**src/rtl/rvfpm_result_queue_pkg.sv**
```systemverilog
`default_nettype none
// ----------------------------------------------------------------------------
// Module  : pa_rvfpm (package)
// Brief   : Shared types and helpers for the rvfpm result queue.
// Revision: 1.0 - initial release
// ----------------------------------------------------------------------------
package pa_rvfpm;

  localparam int RESQ_DEPTH_DEFAULT = 4;
  localparam int RESQ_PTR_W         = $clog2(RESQ_DEPTH_DEFAULT);

  typedef enum logic [1:0] {
    RESQ_FREE   = 2'd0,
    RESQ_PEND   = 2'd1,
    RESQ_RETIRE = 2'd2,
    RESQ_DROP   = 2'd3
  } resq_state_e;

  // Control part of an entry; id and data live in separately sized arrays.
  typedef struct packed {
    resq_state_e state;
    logic [4:0]  rd;
    logic        wb;
    logic        done;
    logic        committed;
    logic        killed;
  } resq_entry_t;

  function automatic resq_state_e resq_resolve(input resq_state_e st,
                                               input logic        done,
                                               input logic        committed,
                                               input logic        killed);
    resq_state_e nxt;
    nxt = st;
    if (st == RESQ_PEND || st == RESQ_RETIRE) begin
      if (killed)
        nxt = RESQ_DROP;
      else if (st == RESQ_PEND && done && committed)
        nxt = RESQ_RETIRE;
    end
    return nxt;
  endfunction

endpackage
`default_nettype wire

```
**src/rtl/rvfpm_result_queue_id_match.sv**
```systemverilog
`default_nettype none
// ----------------------------------------------------------------------------
// Module  : rvfpm_resq_id_match
// Brief   : Combinational id lookup returning a one-hot entry hit (lowest wins).
// Revision: 1.0 - initial release
// ----------------------------------------------------------------------------
module rvfpm_resq_id_match #(
  parameter int N   = 4,
  parameter int IDW = 4
) (
  input  logic [N-1:0]     mask,
  input  logic [N*IDW-1:0] ids,
  input  logic [IDW-1:0]   key,
  output logic [N-1:0]     hit
);

  logic w_found;

  always_comb begin
    hit     = '0;
    w_found = 1'b0;
    for (int i = 0; i < N; i++) begin
      if (!w_found && mask[i] && (ids[i*IDW +: IDW] == key)) begin
        hit[i]  = 1'b1;
        w_found = 1'b1;
      end
    end
  end

endmodule
`default_nettype wire

```
**src/rtl/rvfpm_result_queue.sv**
```systemverilog
`default_nettype none
// ----------------------------------------------------------------------------
// Module  : rvfpm_result_queue
// Brief   : In-order result/commit tracking queue between the rvfpm execution
//           channels and the XIF result interface.
//           Optional fflags capture/accumulation: RVFPM_RESQ_FFLAGS_EN.
// Revision: 1.0 - initial release
// ----------------------------------------------------------------------------
module rvfpm_result_queue
  import pa_rvfpm::*;
#(
  parameter int DEPTH      = 4,
  parameter int NUM_CH     = 2,
  parameter int X_ID_WIDTH = 4,
  parameter int DATA_WIDTH = 32
) (
  input  logic                         ck,
  input  logic                         rst,
  input  logic                         alloc_valid,
  output logic                         alloc_ready,
  input  logic [X_ID_WIDTH-1:0]        alloc_id,
  input  logic [4:0]                   alloc_rd,
  input  logic                         alloc_wb,
  input  logic [NUM_CH-1:0]            ch_valid,
  input  logic [NUM_CH*X_ID_WIDTH-1:0] ch_id,
  input  logic [NUM_CH*DATA_WIDTH-1:0] ch_data,
  input  logic                         commit_valid,
  input  logic [X_ID_WIDTH-1:0]        commit_id,
  input  logic                         commit_kill,
  output logic                         result_valid,
  input  logic                         result_ready,
  output logic [X_ID_WIDTH-1:0]        result_id,
  output logic [4:0]                   result_rd,
  output logic [DATA_WIDTH-1:0]        result_data,
  output logic                         result_we,
`ifdef RVFPM_RESQ_FFLAGS_EN
  input  logic [NUM_CH*5-1:0]          ch_fflags,
  input  logic                         fflags_clr,
  output logic [4:0]                   result_fflags,
  output logic [4:0]                   fflags_acc,
`endif
  output logic [$clog2(DEPTH):0]       count
);

  localparam int PTR_W = $clog2(DEPTH);
  localparam int CNT_W = PTR_W + 1;

  resq_entry_t               r_ent  [DEPTH];
  logic [X_ID_WIDTH-1:0]     r_id   [DEPTH];
  logic [DATA_WIDTH-1:0]     r_data [DEPTH];
  logic [PTR_W-1:0]          r_head;
  logic [PTR_W-1:0]          r_tail;
  logic [CNT_W-1:0]          r_count;

  resq_entry_t               w_nent  [DEPTH];
  logic [X_ID_WIDTH-1:0]     w_nid   [DEPTH];
  logic [DATA_WIDTH-1:0]     w_ndata [DEPTH];

  logic [DEPTH*X_ID_WIDTH-1:0]   w_ids_flat;
  logic [DEPTH-1:0]              w_ch_mask;
  logic [DEPTH-1:0]              w_cm_mask;
  logic [DEPTH-1:0]              w_cm_hit;
  logic [NUM_CH-1:0][DEPTH-1:0]  w_ch_hit;

  logic        w_alloc;
  logic        w_cm_new;
  logic        w_cm_old;
  logic        w_pop;
  resq_entry_t w_head;

`ifdef RVFPM_RESQ_FFLAGS_EN
  logic [4:0] r_ff  [DEPTH];
  logic [4:0] w_nff [DEPTH];
  logic [4:0] r_acc;
`endif

  generate
    for (genvar i = 0; i < DEPTH; i++) begin : g_flat
      assign w_ids_flat[i*X_ID_WIDTH +: X_ID_WIDTH] = r_id[i];
      assign w_ch_mask[i] = (r_ent[i].state == RESQ_PEND) && !r_ent[i].done;
      // Retired entries can still be killed but never re-committed.
      assign w_cm_mask[i] = ((r_ent[i].state == RESQ_PEND) && !r_ent[i].committed) ||
                            ((r_ent[i].state == RESQ_RETIRE) && commit_kill);
    end
  endgenerate

  rvfpm_resq_id_match #(.N(DEPTH), .IDW(X_ID_WIDTH)) u_cm_match (
    .mask (w_cm_mask),
    .ids  (w_ids_flat),
    .key  (commit_id),
    .hit  (w_cm_hit)
  );

  generate
    for (genvar c = 0; c < NUM_CH; c++) begin : g_ch
      rvfpm_resq_id_match #(.N(DEPTH), .IDW(X_ID_WIDTH)) u_ch_match (
        .mask (w_ch_mask),
        .ids  (w_ids_flat),
        .key  (ch_id[c*X_ID_WIDTH +: X_ID_WIDTH]),
        .hit  (w_ch_hit[c])
      );
    end
  endgenerate

  assign alloc_ready = (r_count < CNT_W'(DEPTH));
  assign w_alloc     = alloc_valid && alloc_ready;
  // A commit racing its own alloc belongs to the new entry.
  assign w_cm_new    = commit_valid && w_alloc && (commit_id == alloc_id);
  assign w_cm_old    = commit_valid && !w_cm_new;

  assign w_head       = r_ent[r_head];
  assign result_valid = (w_head.state == RESQ_RETIRE) && w_head.wb;
  assign w_pop        = (result_valid && result_ready) ||
                        (w_head.state == RESQ_DROP) ||
                        ((w_head.state == RESQ_RETIRE) && !w_head.wb);

  assign result_id   = result_valid ? r_id[r_head]   : '0;
  assign result_rd   = result_valid ? w_head.rd      : '0;
  assign result_data = result_valid ? r_data[r_head] : '0;
  assign result_we   = result_valid;
  assign count       = r_count;

  always_comb begin
    for (int i = 0; i < DEPTH; i++) begin
      w_nent[i]  = r_ent[i];
      w_nid[i]   = r_id[i];
      w_ndata[i] = r_data[i];
`ifdef RVFPM_RESQ_FFLAGS_EN
      w_nff[i]   = r_ff[i];
`endif
      // Walk channels high to low so the lowest index has the final say.
      for (int c = NUM_CH - 1; c >= 0; c--) begin
        if (ch_valid[c] && w_ch_hit[c][i]) begin
          w_nent[i].done = 1'b1;
          w_ndata[i]     = ch_data[c*DATA_WIDTH +: DATA_WIDTH];
`ifdef RVFPM_RESQ_FFLAGS_EN
          w_nff[i]       = ch_fflags[c*5 +: 5];
`endif
        end
      end
      if (w_cm_old && w_cm_hit[i]) begin
        if (commit_kill)
          w_nent[i].killed = 1'b1;
        else
          w_nent[i].committed = 1'b1;
      end
      if (w_alloc && (r_tail == PTR_W'(i))) begin
        w_nent[i].state     = RESQ_PEND;
        w_nent[i].rd        = alloc_rd;
        w_nent[i].wb        = alloc_wb;
        w_nent[i].done      = !alloc_wb;
        w_nent[i].committed = w_cm_new && !commit_kill;
        w_nent[i].killed    = w_cm_new && commit_kill;
        w_nid[i]            = alloc_id;
        w_ndata[i]          = '0;
`ifdef RVFPM_RESQ_FFLAGS_EN
        w_nff[i]            = '0;
`endif
      end
      w_nent[i].state = resq_resolve(w_nent[i].state, w_nent[i].done,
                                     w_nent[i].committed, w_nent[i].killed);
      if (w_pop && (r_head == PTR_W'(i)))
        w_nent[i] = '0;
    end
  end

  always_ff @(posedge ck or negedge rst) begin
    if (!rst) begin
      for (int i = 0; i < DEPTH; i++) begin
        r_ent[i]  <= '0;
        r_id[i]   <= '0;
        r_data[i] <= '0;
      end
      r_head  <= '0;
      r_tail  <= '0;
      r_count <= '0;
    end else begin
      for (int i = 0; i < DEPTH; i++) begin
        r_ent[i]  <= w_nent[i];
        r_id[i]   <= w_nid[i];
        r_data[i] <= w_ndata[i];
      end
      if (w_alloc)
        r_tail <= r_tail + PTR_W'(1);
      if (w_pop)
        r_head <= r_head + PTR_W'(1);
      r_count <= r_count + CNT_W'(w_alloc) - CNT_W'(w_pop);
    end
  end

`ifdef RVFPM_RESQ_FFLAGS_EN
  assign result_fflags = result_valid ? r_ff[r_head] : '0;
  assign fflags_acc    = r_acc;

  always_ff @(posedge ck or negedge rst) begin
    if (!rst) begin
      for (int i = 0; i < DEPTH; i++)
        r_ff[i] <= '0;
      r_acc <= '0;
    end else begin
      for (int i = 0; i < DEPTH; i++)
        r_ff[i] <= w_nff[i];
      r_acc <= (fflags_clr ? 5'd0 : r_acc) |
               ((result_valid && result_ready) ? r_ff[r_head] : 5'd0);
    end
  end
`endif

endmodule
`default_nettype wire

```
**config.mk**
```make
export PLATFORM = sky130hd
export DESIGN_NAME = rvfpm_result_queue
export DESIGN_NICKNAME = d
export VERILOG_FILES = /design/src/rtl/rvfpm_result_queue_pkg.sv /design/src/rtl/rvfpm_result_queue_id_match.sv /design/src/rtl/rvfpm_result_queue.sv
export SDC_FILE = /design/constraint.sdc
export NUM_CORES = 1
export LEC_CHECK = 0
export ABC_CLOCK_PERIOD_IN_PS = 3250
export CAP_MARGIN = 30
export CORE_MARGIN = 4
export CORE_UTILIZATION = 57
export DETAILED_ROUTE_END_ITERATION = 8
export PLACE_DENSITY_LB_ADDON = 0.05
export SYNTH_ARGS = -nofsm -noshare
export SYNTH_HDL_FRONTEND = slang
export SYNTH_SLANG_ARGS = --single-unit
```
**constraint.sdc**
```tcl
create_clock -name ck -period 3.25 [get_ports ck]
set_clock_uncertainty 0.15 [all_clocks]
set_input_delay 0.8125 -clock ck [delete_from_list [all_inputs] [get_ports ck]]
set_output_delay 0.8125 -clock ck [all_outputs]
set_load 0.02 [all_outputs]
```
==> reports/metrics.yaml <==
status: "completed"
leakage_uw: 0.006768
synth_top_family_by_area: "compound AO/OA/AOI/OAI gates"
syn_avg_cell_area_sq_um: 10.33
ir_worst_vdd_mv: 0.4490
start_kind: "register"
final_area_sq_um: 15160
r2r_start: "r_head[0]$_DFFE_PN0N_"
worst_pin_slew_ns: 0.7608
numPortBuffers: 140
synth_edf_count: 0
setup_viol_count_final: 0
die-area_sq_um: 23860
grt-ovfl-total: 0
syn_inst: 1184
diodes: 0
hold_class: "in -> async"
synth_compound_area_frac: 0.1915
relSlewSlack: 0.4928
slowest_delay_ns: 0.56
cts-root-buf: "clkbuf_16"
grt_max_degree: 81
syn2layout_area_growth_pct: 23.94
io-pin-count: 141
final_cells: 1630
synthMuxAreaShare: 0.1577
drv_cap: 0
crit_chain: "inv_2, mux4_2, buf_12, and3_1, dlygate4sd2_1"
async_flop_share: 1.000
final_common_cell: "dfrtp_1"
syn-cell-area_sq_um: 12230
cts.clk_slew.worst_paths_ns: 0.08
period_share: 0.9952
ant_nets: 0
cts_buffer_depth: 2
hold_viol_final: 0
ys.flop_type: "dfrtp_1"
die_w_um: 154.5
power_uw: 12490
fin_nets: 1451
max_freq_mhz: 309.2
maxSlewViolCount: 0
cts.sinks: 195
worstPathArrival_ns: 2.27
cpMaxStageDelayCell: "mux4_2"
cts_tree: "yes"
cp-end-kind: "primary output"
syn-num-nets: 1293
firstDrtPassIters: 5
initial_core_util: 0.5800
core_area_sq_um: 21090
dp_hpwl_um: 25990
gp_congestion: 0.8958
cp.required_ns: 2.29
grt_first_pass_wirelength_um: 63450
die_h_um: 154.5
ys_warn_count: 0
synth_simple_gate_area_frac: 0.1476
drive_above_1_share: 0.1978
num_vias: 10995
cp.buffers_inverters: 3
track_usage: 0.3366
grt_pass1_vias: 11353
antenna_found_initial: 0
rsz0062_at_grt: "yes"
ys_ff_latch: 195
wire_per_inst_um: 24.75
h-tree-depth: 4
powerDensity_nw_per_um2: 824.0
path_max_fanout: 30
wl_um: 40340
row_count: 53
path_class: "reg -> out"
tns_ns: 0
reg2reg_setup_slack_ns: 0.32
drc_errors: 0
cts_inserted_buffers: 17
place_area_sq_um: 14550
vias_per_cell: 6.745
finalHoldWorstSlack_ns: 0.2673
period_needed_ns: 3.234
dpl.cell_count: 1589
crit_start: "r_head[0]$_DFFE_PN0N_"
clkLatencyLatePin_ns: 0.44
yosysUniqueCellTypes: 67
dr.first_iter.drc_count: 1217
synth-xor-area-share: 0.04010
yosysSeqAreaShare: 0.3990
synthAdderAreaFrac: 0.01596
final_cell_mix: "dfrtp_1 (193), nand2_1 (124), mux2i_1 (96), clkdlybuf4s50_1 (96), buf_4 (87)"
cpLargestDelayFamily: "buffers and inverters"
==> metal layers <==
metal	up-vias	wire length, um	track usage	share of wire
met5	-	0	0	0
met4	0	1090	0.1182	0.027
met3	95	3933	0.05540	0.097
met2	685	18650	0.5281	0.46
met1	5482	16670	0.4783	0.41
li1	4733	-	-	-
==> where the power goes <==
part           switching, uW  internal [uW]
clock                   1070           1120
combinational           3100           2920
sequential               826           3460
==> cell type report <==
cell class | instances | area, sq um
Multi-Input combinational cell | 859 | 6822
Clock buffer | 18 | 439.2
Clock inverter | 14 | 170.2
Tap cell | 275 | 344.1
Timing Repair Buffer | 252 | 2437
Sequential cell | 195 | 4882
Fill cell | 1587 | 5929
Inverter | 17 | 63.81
==> stage by stage <==
| step | utilization | setup WS (ns) |
|---|---|---|
| 2_1_floorplan | - | 0.2391 |
| 3_3_place_gp | 0.6899 | -0.2055 |
| 3_5_place_dp | 0.6899 | -0.2330 |
| 4_1_cts | 0.7201 | 0.003422 |
| 5_1_grt | 0.7188 | -0.02560 |
| 6_report | 0.7188 | 0.01560 |
==> cell usage after synthesis, types with 6 or more instances <==
master	number	area, sq um
ha_1	14	175.2
nor2b_1	9	56.30
a22o_1	34	297.8
and3_1	45	281.5
buf_6	7	78.83
nor2_1	53	198.9
buf_4	6	45.04
inv_1	16	60.06
a211oi_1	36	270.3
o211ai_1	7	52.55
mux2i_1	96	960.9
nor4_1	8	50.05
and2_1	6	37.54
o31ai_2	36	450.4
xnor2_1	25	219.0
nand3_1	73	365.4
nand2_1	125	469.2
mux4_2	43	968.4
o2bb2ai_1	34	297.8
xor2_1	31	271.5
dfrtp_1	195	4880
buf_2	20	100.1
a21oi_1	35	175.2
o21ai_0	11	55.05
o31ai_1	63	473.0
clkbuf_1	77	289.0
==> path summary, 6_finish.rpt <==
path | cells past startpoint | to
min in group ck | 2 | r_data[21]$_DFFE_PN0P_
worst min register to register | 2 | r_data[21]$_DFFE_PN0P_
worst max-delay path | 5 | result_data[15]
worst max register to register | 11 | count[2]$_DFF_PN0_
max in group asynchronous | 2 | r_data[91]$_DFFE_PN0P_
worst min-delay path | 1 | r_id[12]$_DFFE_PN0P_
==> cells by family after synthesis <==
family          Yosys count
fa+ha+maj                15
buf+inv                 130
xor+xnor                 56
flops                   195
compound gates          286
simple gates            363
mux                     139
==> sequential cells by signal (all words and copies together) (netlist names) <==
name	flops
count	3
r_data	128
r_ent	44
r_head	2
r_id	16
r_tail	2
==> repair_timing <==
item                                   4_1_cts  5_1_grt
gates cloned                                 1        1
endpoints found under the hold margin        0        0
setup buffers                                6        1
setup endpoints to repair                   43       39
hold buffers                                 0        0
gates resized for setup                     61       38
==> worst register-to-register path, stage by stage, from the launching register on <==
cell      delay (ns)
dfrtp_2         0.43
buf_4           0.15
mux4_2          0.52
buf_12          0.21
a21boi_4        0.17
ha_1            0.27
inv_1           0.07
ha_1            0.13
inv_1           0.05
fa_1            0.40
xnor2_1         0.15
xnor2_1         0.12
(Power assumes the default switching activity.)
